## src/rtl/div_pkg.sv

```systemverilog
// Shared definitions for the RV32M divide front-end: op encodings, sequencer states, default width.
package div_pkg;

    localparam int XLEN_DEF = 32;

    // funct3[1:0]: bit 0 selects unsigned, bit 1 selects remainder
    localparam logic [1:0] OP_DIV  = 2'b00;
    localparam logic [1:0] OP_DIVU = 2'b01;
    localparam logic [1:0] OP_REM  = 2'b10;
    localparam logic [1:0] OP_REMU = 2'b11;

    typedef enum logic [2:0] {
        S_IDLE,
        S_PREP,
        S_ITER,
        S_FIX,
        S_DONE
    } div_state_e;

endpackage

```

## src/rtl/div_core_iter.sv

```systemverilog
// Unsigned restoring radix-2 divider core: one quotient bit per step, MSB first.
module div_core_iter
    import div_pkg::*;
#(
    parameter int XLEN = XLEN_DEF
) (
    input  logic            clk,
    input  logic            rst,
    input  logic            load,
    input  logic [XLEN-1:0] a,
    input  logic [XLEN-1:0] b,
    input  logic            step,
    output logic [XLEN-1:0] uq,
    output logic [XLEN-1:0] ur
);

    logic [XLEN-1:0] rem_q;
    logic [XLEN-1:0] quo_q;
    logic [XLEN-1:0] div_q;
    logic [XLEN:0]   rem_shift;
    logic [XLEN:0]   trial;

    // The partial remainder stays below the divisor, so one extra bit is enough
    // for the trial subtract; its MSB is the borrow.
    always_comb begin
        rem_shift = {rem_q, quo_q[XLEN-1]};
        trial     = rem_shift - {1'b0, div_q};
    end

    // NOTE: sequential state uses non-blocking assignments so every register
    // samples the pre-edge values, independent of statement order.
    always_ff @(posedge clk) begin
        if (rst) begin
            rem_q <= '0;
            quo_q <= '0;
            div_q <= '0;
        end else if (load) begin
            rem_q <= '0;
            quo_q <= a;
            div_q <= b;
        end else if (step) begin
            if (!trial[XLEN]) begin
                rem_q <= trial[XLEN-1:0];
                quo_q <= {quo_q[XLEN-2:0], 1'b1};
            end else begin
                rem_q <= rem_shift[XLEN-1:0];
                quo_q <= {quo_q[XLEN-2:0], 1'b0};
            end
        end
    end

    assign uq = quo_q;
    assign ur = rem_q;

endmodule

```

## src/rtl/div_sign_ctrl.sv

```systemverilog
// RV32M divide sequencer: sign resolution, special cases, handshakes around div_core_iter.
// Optional DIV_EARLY_OUT_EN skips iteration when |divisor| > |dividend|.
module div_sign_ctrl
    import div_pkg::*;
#(
    parameter int XLEN  = XLEN_DEF,
    parameter int CNT_W = 6
) (
    input  logic            clk,
    input  logic            rst,
    input  logic            in_valid,
    output logic            in_ready,
    input  logic [1:0]      op,
    input  logic [XLEN-1:0] rs1,
    input  logic [XLEN-1:0] rs2,
    input  logic            flush,
    output logic            out_valid,
    input  logic            out_ready,
    output logic [XLEN-1:0] result,
    output logic            busy
);

    localparam logic [XLEN-1:0] INT_MIN = {1'b1, {(XLEN-1){1'b0}}};

    div_state_e      state, state_nxt;
    logic [1:0]      op_q;
    logic [XLEN-1:0] a_q, b_q;
    logic [CNT_W-1:0] cnt;
    logic [XLEN-1:0] result_q;
    logic            early_q;

    logic            accept;
    logic            neg_a, neg_b, q_neg, r_neg;
    logic [XLEN-1:0] mag_a, mag_b;
    logic            div_zero, sgn_ovf, special, early_hit;
    logic [XLEN-1:0] special_val;
    logic [XLEN-1:0] uq, ur, uq_sel, ur_sel, q_fix, r_fix, fix_val;

    assign in_ready  = (state == S_IDLE);
    assign busy      = (state != S_IDLE);
    assign out_valid = (state == S_DONE);
    assign result    = result_q;
    assign accept    = in_valid && in_ready && !flush;

    always_comb begin
        neg_a    = !op_q[0] && a_q[XLEN-1];
        neg_b    = !op_q[0] && b_q[XLEN-1];
        q_neg    = neg_a ^ neg_b;
        r_neg    = neg_a;
        mag_a    = neg_a ? -a_q : a_q;
        mag_b    = neg_b ? -b_q : b_q;
        div_zero = (b_q == '0);
        sgn_ovf  = !op_q[0] && (a_q == INT_MIN) && (b_q == '1);
        special  = div_zero || sgn_ovf;
        if (div_zero)
            special_val = op_q[1] ? a_q : '1;
        else
            special_val = op_q[1] ? '0 : a_q;
`ifdef DIV_EARLY_OUT_EN
        early_hit = (mag_b > mag_a);
`else
        early_hit = 1'b0;
`endif
        uq_sel  = early_q ? '0    : uq;
        ur_sel  = early_q ? mag_a : ur;
        q_fix   = q_neg ? -uq_sel : uq_sel;
        r_fix   = r_neg ? -ur_sel : ur_sel;
        fix_val = op_q[1] ? r_fix : q_fix;
    end

    div_core_iter #(.XLEN(XLEN)) u_core (
        .clk  (clk),
        .rst  (rst),
        .load (state == S_PREP),
        .a    (mag_a),
        .b    (mag_b),
        .step (state == S_ITER),
        .uq   (uq),
        .ur   (ur)
    );

    always_ff @(posedge clk) begin
        if (rst) state <= S_IDLE;
        else     state <= state_nxt;
    end

    // NOTE: next_state gets a default first so no path through the case leaves
    // it unassigned, which would otherwise infer a latch.
    always_comb begin
        state_nxt = state;
        if (flush && state != S_IDLE) begin
            state_nxt = S_IDLE;
        end else begin
            unique case (state)
                S_IDLE: if (accept) state_nxt = S_PREP;
                S_PREP: begin
                    if (special)        state_nxt = S_DONE;
                    else if (early_hit) state_nxt = S_FIX;
                    else                state_nxt = S_ITER;
                end
                S_ITER: if (cnt == CNT_W'(XLEN-1)) state_nxt = S_FIX;
                S_FIX:  state_nxt = S_DONE;
                S_DONE: if (out_ready) state_nxt = S_IDLE;
                default: state_nxt = S_IDLE;
            endcase
        end
    end

    // A flush leaves the last delivered result untouched.
    always_ff @(posedge clk) begin
        if (rst) begin
            op_q     <= '0;
            a_q      <= '0;
            b_q      <= '0;
            cnt      <= '0;
            result_q <= '0;
            early_q  <= 1'b0;
        end else begin
            if (accept) begin
                op_q <= op;
                a_q  <= rs1;
                b_q  <= rs2;
            end
            case (state)
                S_PREP: begin
                    cnt     <= '0;
                    early_q <= early_hit;
                    if (special && !flush) result_q <= special_val;
                end
                S_ITER: cnt <= cnt + CNT_W'(1);
                S_FIX:  if (!flush) result_q <= fix_val;
                default: ;
            endcase
        end
    end

endmodule

```

## config.mk

```make
export PLATFORM = sky130hd
export DESIGN_NAME = div_sign_ctrl
export DESIGN_NICKNAME = d
export VERILOG_FILES = /design/src/rtl/div_pkg.sv /design/src/rtl/div_core_iter.sv /design/src/rtl/div_sign_ctrl.sv
export SDC_FILE = /design/constraint.sdc
export NUM_CORES = 1
export LEC_CHECK = 0
export ABC_CLOCK_PERIOD_IN_PS = 5400
export CAP_MARGIN = 25
export CORE_MARGIN = 10
export CORE_UTILIZATION = 53
export CTS_CLUSTER_DIAMETER = 100
export DETAILED_ROUTE_END_ITERATION = 7
export GPL_TIMING_DRIVEN = 0
export PLACE_DENSITY = 0.74
export SLEW_MARGIN = 30
export SYNTH_ARGS = -nofsm -noshare
export SYNTH_HDL_FRONTEND = slang
export SYNTH_SLANG_ARGS = --single-unit
```

## constraint.sdc

```tcl
create_clock -name clk -period 5.4 [get_ports clk]
set_input_delay 0.81 -clock clk [delete_from_list [all_inputs] [get_ports clk]]
set_output_delay 0.81 -clock clk [all_outputs]
set_load 0.01 [all_outputs]
```

# Word level (Yosys, flattened, before mapping)
# Index checks and enable logic that the tools add are counted.
# totals
input_bits	71
word_cells	69
regBits	203
output_inout_bits	35
# op_classes
eq_ne	12
n_mux	21
n_reduce_logical	20
bitwise	1
n_addsub	6
# ops
cell	count
$mux W32	13
$neg A32 Y32	4
$eq A32 B32 Y1 const B	2
$pmux W32 S2	1
$sub A33 B32 Y33	1
$logic_not A32 Y1	1
$pmux W3 S5	1
$mux W3	4
$pmux W6 S2	1
$logic_and A1 B1 Y1	8
$add A6 B1 Y6 const B	1
$eq A3 B2 Y1 const B	2
$eq A6 B5 Y1 const B	1
$ne A2 B2 Y1 const B	3
$reduce_and A3 Y1	2
$ne A2 B1 Y1 const B	2
$reduce_bool A2 Y1	2
$reduce_or A2 Y1	2
$eq A3 B1 Y1 const B	1
$eq A3 B3 Y1 const B	1
$logic_not A3 Y1	1
$reduce_bool A3 Y1	1
$logic_not A1 Y1	2
$logic_or A1 B1 Y1	1
other kinds (2)	2

# Logic depth before layout (Yosys ltp)
# Gate-level depths: netlist (run 1).
# logic_depth
depth_word	7
mapped_depth	14
ltp_nobuf	12

# Modules after synthesis
# Synthesis (run 1) repeated with hierarchy kept, for this count alone.
# unflattened
hier_cells	1771
hier_area_um2	13327.8
# modules_own_cells
module	instances	area_per_inst_um2	cells_per_inst	seq_area_each_um2
div_sign_ctrl	1	7422.1	1030	2142.1
div_core_iter	1	5905.7	741	1921.8

# Worst setup path before layout (run 1)
# No wires, ideal clock.
# synth_path
path_type	reg-to-reg
start	register u_core.rem_q[2], in the netlist u_core.ur[2]
end	register u_core.rem_q[10], in the netlist u_core.ur[10]
t_required_ns	5.268
period_less_slack_ns	2.945
setup_ns	0.132
slack_ns	2.455
arrival_time_ns	2.813
n_path_buf	2
path_stages_with_launch	13
cell_sequence	dfxtp_1 > ha_1 > o211ai_1 > a21oi_1 > o41ai_2 > o21ai_1 > a2111o_1 > nand3_1 > and2_1 > buf_2 > buf_4 > mux2i_1 > a21oi_1
# synth_via
elab_chain_cells	2
# synth_rtl
element	line	source
start, declared	div_core_iter.sv:17	logic [XLEN-1:0] rem_q;
start signal, assigned	div_core_iter.sv:43	rem_q <= trial[XLEN-1:0];
start signal, assigned	div_core_iter.sv:46	rem_q <= rem_shift[XLEN-1:0];
$sub A33 B32 Y33	div_core_iter.sv:27	trial = rem_shift - {1'b0, div_q};
$mux W32	div_core_iter.sv:42	if (!trial[XLEN]) begin
# No other way between the ends.
# A chain may end at the register's enable or synchronous reset.

# Final worst setup path (run 1)
# layout_path
start	register u_core.quo_q[31], in the netlist u_core.uq[31]
end	register u_core.rem_q[19], in the netlist u_core.ur[19]
# layout_via
elab_chain_cells	2
# layout_rtl
element	line	source
start, declared	div_core_iter.sv:18	logic [XLEN-1:0] quo_q;
start signal, assigned	div_core_iter.sv:44	quo_q <= {quo_q[XLEN-2:0], 1'b1};
start signal, assigned	div_core_iter.sv:47	quo_q <= {quo_q[XLEN-2:0], 1'b0};
$sub A33 B32 Y33	div_core_iter.sv:27	
$mux W32	div_core_iter.sv:42	
# No other way between the ends.

==> results.sh, run 1 <==
export IMPL_status="finished, violations left"
export IMPL_failed_checks="antenna rules"
export IMPL_cts_tree="built"
export IMPL_maxSlewViolCount=0
export IMPL_top_level_ports=106
export IMPL_clk_pin_slew_ns=0.06
export IMPL_ys_flop_type="dfxtp_1"
export IMPL_worst_pin_slew_ns=1.013
export IMPL_yosys_area_top_type="dfxtp_1"
export IMPL_max_stage_delay_ns=0.64
export IMPL_crit_path_cell_trace="inv_1 > ha_1 > fa_1 > nand2b_1 > a21oi_1 > o41ai_2 > o21ai_1 > a2111o_1 > nand3_1 > and2_1 > buf_2 > buf_4 > mux2i_1 > a21oi_1"
export IMPL_met2_length_mm=20.26
export IMPL_hold_viol=0
export IMPL_drc=0
export IMPL_finalCriticalPeriod_ns=3.879
export IMPL_grt_pass1_wl_mm=71.60
export IMPL_num_rows=56
export IMPL_powerDensity_mw_per_mm2=328.2
export IMPL_synthArstFlopShare_pct=0
export IMPL_grt_start_max_net_pins=13
export IMPL_dp_slack_ns=1.638
export IMPL_hpwlAfterDp_mm=36.22
export IMPL_rsz0062_at_grt="no"
export IMPL_skew_ns=0.01816
export IMPL_dieWidth_um=175.4
export IMPL_synth_area_leaders="dfxtp_1 32%, a21oi_1 8.4%, nand2_1 7.3%"
export IMPL_vias=13552
export IMPL_cts_buffers=23
export IMPL_io_buffers=104
export IMPL_r2r_slack_ns=1.52
export IMPL_min_from="u_core.div_q[10]"
export IMPL_setup_slack_ns=1.521
export IMPL_grtUsageTotal_pct=29.04
export IMPL_postCtsSetupBuffers=0
export IMPL_viasPerCell=6.228
export IMPL_clk_latency_ns=0.53
export IMPL_worstPathArrival_ns=4.28
export IMPL_tns_ns=0
export IMPL_netlist_instances=1709
export IMPL_max_slew_margin_pct=32.19
export IMPL_wirelength_met1_mm=20.80
export IMPL_syn_to_final_growth_pct=17.11
export IMPL_root_buffer="clkbuf_16"
export IMPL_yosysUniqueCellTypes=69
export IMPL_yosysSeqAreaShare_pct=31.74
export IMPL_crit_fanout=10
export IMPL_grt_overflow=0
export IMPL_path_common_cell="a21oi_1"
export IMPL_cap_viol_max_count=0
export IMPL_syn_cell_area_sq_mm=0.01280
export IMPL_dr_pass1_iters=6
export IMPL_postRouteAntennaNets=1
export IMPL_wl_met3_mm=4.855
export IMPL_wire_per_inst_um=21.49
export IMPL_finish_utilization_pct=63.50
export IMPL_clock_path_buffers=3
export IMPL_cp_end_kind="register"
export IMPL_drt_total_wl_mm=46.77
export IMPL_dieArea_sq_mm=0.03077
export IMPL_crit_path_start_kind="register"
export IMPL_reg2reg_to="u_core.ur[19]"
export IMPL_finalSetupViolCount=0
export IMPL_cp_slowest_cell="o41ai_2"
export IMPL_p_leak_nw=5.426
export IMPL_grt_pass1_vias=12344
export IMPL_synth_edff_count=0
export IMPL_nets=1948
export IMPL_drt_iter0_drc=1564
export IMPL_worstSetupPathType="reg -> reg"
export IMPL_synth_area_per_cell_sq_um=7.492
export IMPL_hold_path_end="u_core.div_q[10]"
export IMPL_post_route_period_util_pct=71.84
export IMPL_syn_nets=1819
export IMPL_highest_layer="met4"
export IMPL_timing_fmax_mhz=257.8
export IMPL_htreeDepth=1
export IMPL_hold_path_class="reg -> reg"
export IMPL_synth_seq_cells=203
export IMPL_place_gp_congestion=1.001
export IMPL_cts_hold_buffers_added=0
export IMPL_cts_sinks=203
export IMPL_core_sq_mm=0.02361
export IMPL_finalPower_w=0.004921
export IMPL_yosysTopAreaCellShare_pct=31.74
export IMPL_cp_top_family="compound AO/OA/AOI/OAI gates"
export IMPL_critPathBufInv=3
export IMPL_ys_warn_count=0
export IMPL_reg2regPathDepth=14
export IMPL_rr_startpoint="u_core.uq[31]"
export IMPL_cts_resized=0
export IMPL_crit_required_ns=5.80
export IMPL_die_h_um=175.4
export IMPL_ir_drop_mv=0.2456
export IMPL_initial_utilization_pct=54.22
export IMPL_antenna_found_initial=0
export IMPL_drive_above_1_share_pct=3.618
export IMPL_hold_depth=2
-- cells by family after synthesis --
kind of cell    share of synthesized area [%]
compound gates                          27.00
xor+xnor                                9.098
fa+ha+maj                               3.948
buf+inv                                 5.238
flops                                   31.74
mux                                     1.964
simple gates                            21.01
-- cell type report --
cell class / count / area [sq um]
diodes: 5 / 12.51
plain buffers: 119 / 475.5
clock buffers: 30 / 611.8
clock inverters: 9 / 126.4
fillers: 2228 / 8618
inverters: 52 / 195.2
multi-input cells: 1335 / 8069
flip-flops and latches: 203 / 4064
well taps: 319 / 399.1
repair buffers: 104 / 1041
-- cell usage after synthesis (4+ instances only) --
| master | number |
|---|---|
| nand2b_1 | 13 |
| or4_1 | 12 |
| nand4_1 | 10 |
| ha_1 | 38 |
| clkbuf_1 | 95 |
| a21o_1 | 20 |
| nand3b_1 | 5 |
| nor4_1 | 11 |
| and2_1 | 14 |
| a21boi_0 | 5 |
| buf_1 | 10 |
| mux2i_1 | 24 |
| o21a_1 | 5 |
| dfxtp_1 | 203 |
| o31ai_1 | 17 |
| a22oi_1 | 31 |
| a21oi_1 | 214 |
| a211oi_1 | 42 |
| o41ai_1 | 13 |
| a311oi_1 | 22 |
| inv_1 | 52 |
| xnor2_1 | 60 |
| o22ai_1 | 13 |
| xor2_1 | 73 |
| o211ai_1 | 35 |
| o21ai_0 | 84 |
| nor3_1 | 37 |
| a31oi_1 | 14 |
| buf_2 | 11 |
| nand3_1 | 27 |
| or3_1 | 15 |
| o21ai_1 | 11 |
| nor2b_1 | 6 |
| nor2_1 | 148 |
| and3_1 | 9 |
| nor4_2 | 4 |
| nand2_1 | 250 |
| a221oi_1 | 5 |
-- registers in the layout, summed over array words and instances, names as in the netlist --
register / cells
op_q: 2
u_core.uq: 32
result: 32
u_core.ur: 32
a_q: 32
u_core.div_q: 32
cnt: 6
b_q: 32
state: 3
-- power by group --
| group | switching [W] | internal [W] |
|---|---|---|
| clock | 0.000653 | 0.000939 |
| sequential | 0.000116 | 0.00157 |
| combinational | 0.000992 | 0.000652 |
| total | 0.00176 | 0.00316 |
-- through the flow --
stage,cell area (sq um),cells,hold slack [ns]
after floorplan,12800,1709,0.4319
after global placement,14240,2132,0.4428
after detailed placement,14240,2132,0.4612
after CTS,14980,2171,0.4696
after global routing,14980,2171,0.4894
final,14990,2176,0.4749
-- per-layer routing --
layer | global-route usage, % | vias up
met5 | 0 | -
met4 | 5.970 | 0
met3 | 5.962 | 57
met2 | 44.51 | 674
met1 | 41.14 | 6430
li1 | - | 6391
-- cell usage in the layout, fill, tap and decap left out, drive strengths merged, types with 24 or more instances in the layout --
cell type	instances
a211oi	42
ha	38
dfxtp	203
mux2i	24
nand2	250
inv	53
nor2	149
nand3	27
xnor2	60
o211ai	36
xor2	73
clkbuf	125
buf	24
nor3	39
o21ai	95
a21oi	214
clkdlybuf4s50	104
a22oi	31
-- worst min-delay path: stages, from the launching register on --
cell	delay, ns
dfxtp_1	0.31
nand2_1	0.06
a21oi_1	0.06
-- worst max path at each step --
stage                     from             to  cells past startpoint
3_3_place_gp     u_core.uq[31]  u_core.ur[20]                     14
5_1_grt          u_core.uq[31]  u_core.ur[16]                     14
3_5_place_dp   u_core.div_q[3]  u_core.ur[11]                     13
2_1_floorplan     u_core.ur[2]  u_core.ur[10]                     12
4_1_cts        u_core.div_q[3]  u_core.ur[20]                     13
6_report         u_core.uq[31]  u_core.ur[19]                     14
(Power assumes the default switching activity.)
==> run 2, diff against run 1 <==
--- a/config.mk
+++ b/config.mk
@@ -5,7 +5,7 @@
 export SDC_FILE = /design/constraint.sdc
 export NUM_CORES = 1
 export LEC_CHECK = 0
-export ABC_CLOCK_PERIOD_IN_PS = 5400
+export ABC_CLOCK_PERIOD_IN_PS = 3600
 export CAP_MARGIN = 25
 export CORE_MARGIN = 10
 export CORE_UTILIZATION = 53
==> constraint.sdc (replaced) <==
create_clock -name clk -period 3.6 [get_ports clk]
set_input_delay 0.54 -clock clk [delete_from_list [all_inputs] [get_ports clk]]
set_output_delay 0.54 -clock clk [all_outputs]
set_load 0.01 [all_outputs]
==> results.sh, run 2 (same netlist as run 1, synthesis figures left out) <==
export IMPL_io_buffers=104
export IMPL_cp_end_kind="register"
export IMPL_ir_drop_mv=0.3646
export IMPL_maxSlewViolCount=0
export IMPL_postRouteAntennaNets=0
export IMPL_finalSetupViolCount=0
export IMPL_drc=0
export IMPL_status="finished clean"
export IMPL_drt_iter0_drc=1461
export IMPL_holdWs_ns=0.4710
export IMPL_powerDensity_mw_per_mm2=494.8
export IMPL_viasPerCell=6.223
export IMPL_cts_sinks=203
export IMPL_timing_fmax_mhz=281.9
export IMPL_drive_above_1_share_pct=4.261
export IMPL_grtUsageTotal_pct=29.07
export IMPL_die_h_um=175.4
export IMPL_cap_viol_max_count=0
export IMPL_num_rows=56
export IMPL_place_gp_congestion=1.001
export IMPL_worst_pin_slew_ns=1.002
export IMPL_nets=1950
export IMPL_clock_path_buffers=3
export IMPL_setup_slack_ns=0.05221
export IMPL_core_sq_mm=0.02361
export IMPL_hold_viol=0
export IMPL_antenna_found_initial=0
export IMPL_finalCriticalPeriod_ns=3.548
export IMPL_drt_total_wl_mm=46.95
export IMPL_cts_buffers=23
export IMPL_crit_fanout=10
export IMPL_syn_to_final_growth_pct=17.77
export IMPL_grt_pass1_wl_mm=71.65
export IMPL_cts_tree="built"
export IMPL_tns_ns=0
export IMPL_grt_pass1_vias=12355
export IMPL_wire_per_inst_um=21.61
export IMPL_clk_latency_ns=0.53
export IMPL_clk_pin_slew_ns=0.06
export IMPL_post_route_period_util_pct=98.55
export IMPL_crit_path_start_kind="register"
export IMPL_hpwlAfterDp_mm=36.22
export IMPL_dp_slack_ns=-0.1620
export IMPL_grt_overflow=0
export IMPL_grt_start_max_net_pins=13
export IMPL_hold_path_class="reg -> reg"
export IMPL_worstPathArrival_ns=3.93
export IMPL_dr_pass1_iters=6
export IMPL_dieArea_sq_mm=0.03077
export IMPL_crit_required_ns=3.98
export IMPL_max_slew_margin_pct=32.95
export IMPL_root_buffer="clkbuf_16"
export IMPL_p_leak_nw=5.457
export IMPL_worstSetupPathType="reg -> reg"
export IMPL_initial_utilization_pct=54.22
export IMPL_n_antenna_cell=0
export IMPL_top_level_ports=106
export IMPL_layout_commonest_cell="nand2_1"
export IMPL_htreeDepth=1
export IMPL_skew_ns=0.01432
export IMPL_vias=13522
export IMPL_cts_hold_buffers_added=0
export IMPL_final_cell_mix="250 x nand2_1, 213 x a21oi_1, 201 x dfxtp_1"
export IMPL_dieWidth_um=175.4
## run 2: cell type report
class	count	area, sq um
clock inverters	9	126.4
clock buffers	30	611.8
flip-flops and latches	203	4066
well taps	319	399.1
plain buffers	119	490.5
multi-input cells	1335	8133
inverters	52	195.2
repair buffers	106	1056
fillers	2215	8534
## run 2: per-stage QoR
stage | cell area, sq um | utilization (%) | cells | power (W)
after global routing | 15080 | 63.86 | 2173 | 0.007780
after floorplan | 12800 | - | 1709 | 0.004276
after detailed placement | 14240 | 60.32 | 2132 | 0.004961
after global placement | 14240 | 60.32 | 2132 | 0.004941
after CTS | 15000 | 63.51 | 2171 | 0.007330
final | 15080 | 63.86 | 2173 | 0.007461
## run 2: final timing paths
check / startpoint / end / slack [ns] / cells after the start
max: a_q[6] / result[21] / 0.05 / 11
min reg2reg: u_core.div_q[16] / u_core.div_q[16] / 0.47 / 2
min: u_core.div_q[16] / u_core.div_q[16] / 0.47 / 2
max reg2reg: a_q[6] / result[21] / 0.05 / 11
## run 2: power breakdown
part / switching (W) / total [W] / internal (W)
clock network: 0.000986 / 0.00239 / 0.00141
logic: 0.00152 / 0.00254 / 0.00102
registers: 0.000174 / 0.00253 / 0.00235
total: 0.00268 / 0.00746 / 0.00479
## run 2: routing by layer
layer	vias to the layer above	global-route usage [%]	share of wire, %
li1	6393	-	-
met5	-	0	0
met1	6407	41.12	45
met4	0	6.005	1.8
met3	62	5.962	10
met2	660	44.63	43
## run 2: repair_timing
action,4_1_cts,5_1_grt
gates resized for setup,2,18
buffers inserted,0,2
cloned,0,0
endpoints found under the hold margin,0,0
setup endpoints to repair,31,55
pin swaps,0,3
## run 2: critical path: stages (launching register included)
cell and delay (ns):
dfxtp_1 0.29, buf_2 0.19, nor4_1 0.39, and4b_1 0.42, or3b_1 0.39, clkbuf_1 0.20, nor4_2 0.31, o31ai_1 0.19
or2_1 0.33, buf_2 0.23, nor3_1 0.38, nor3_1 0.09
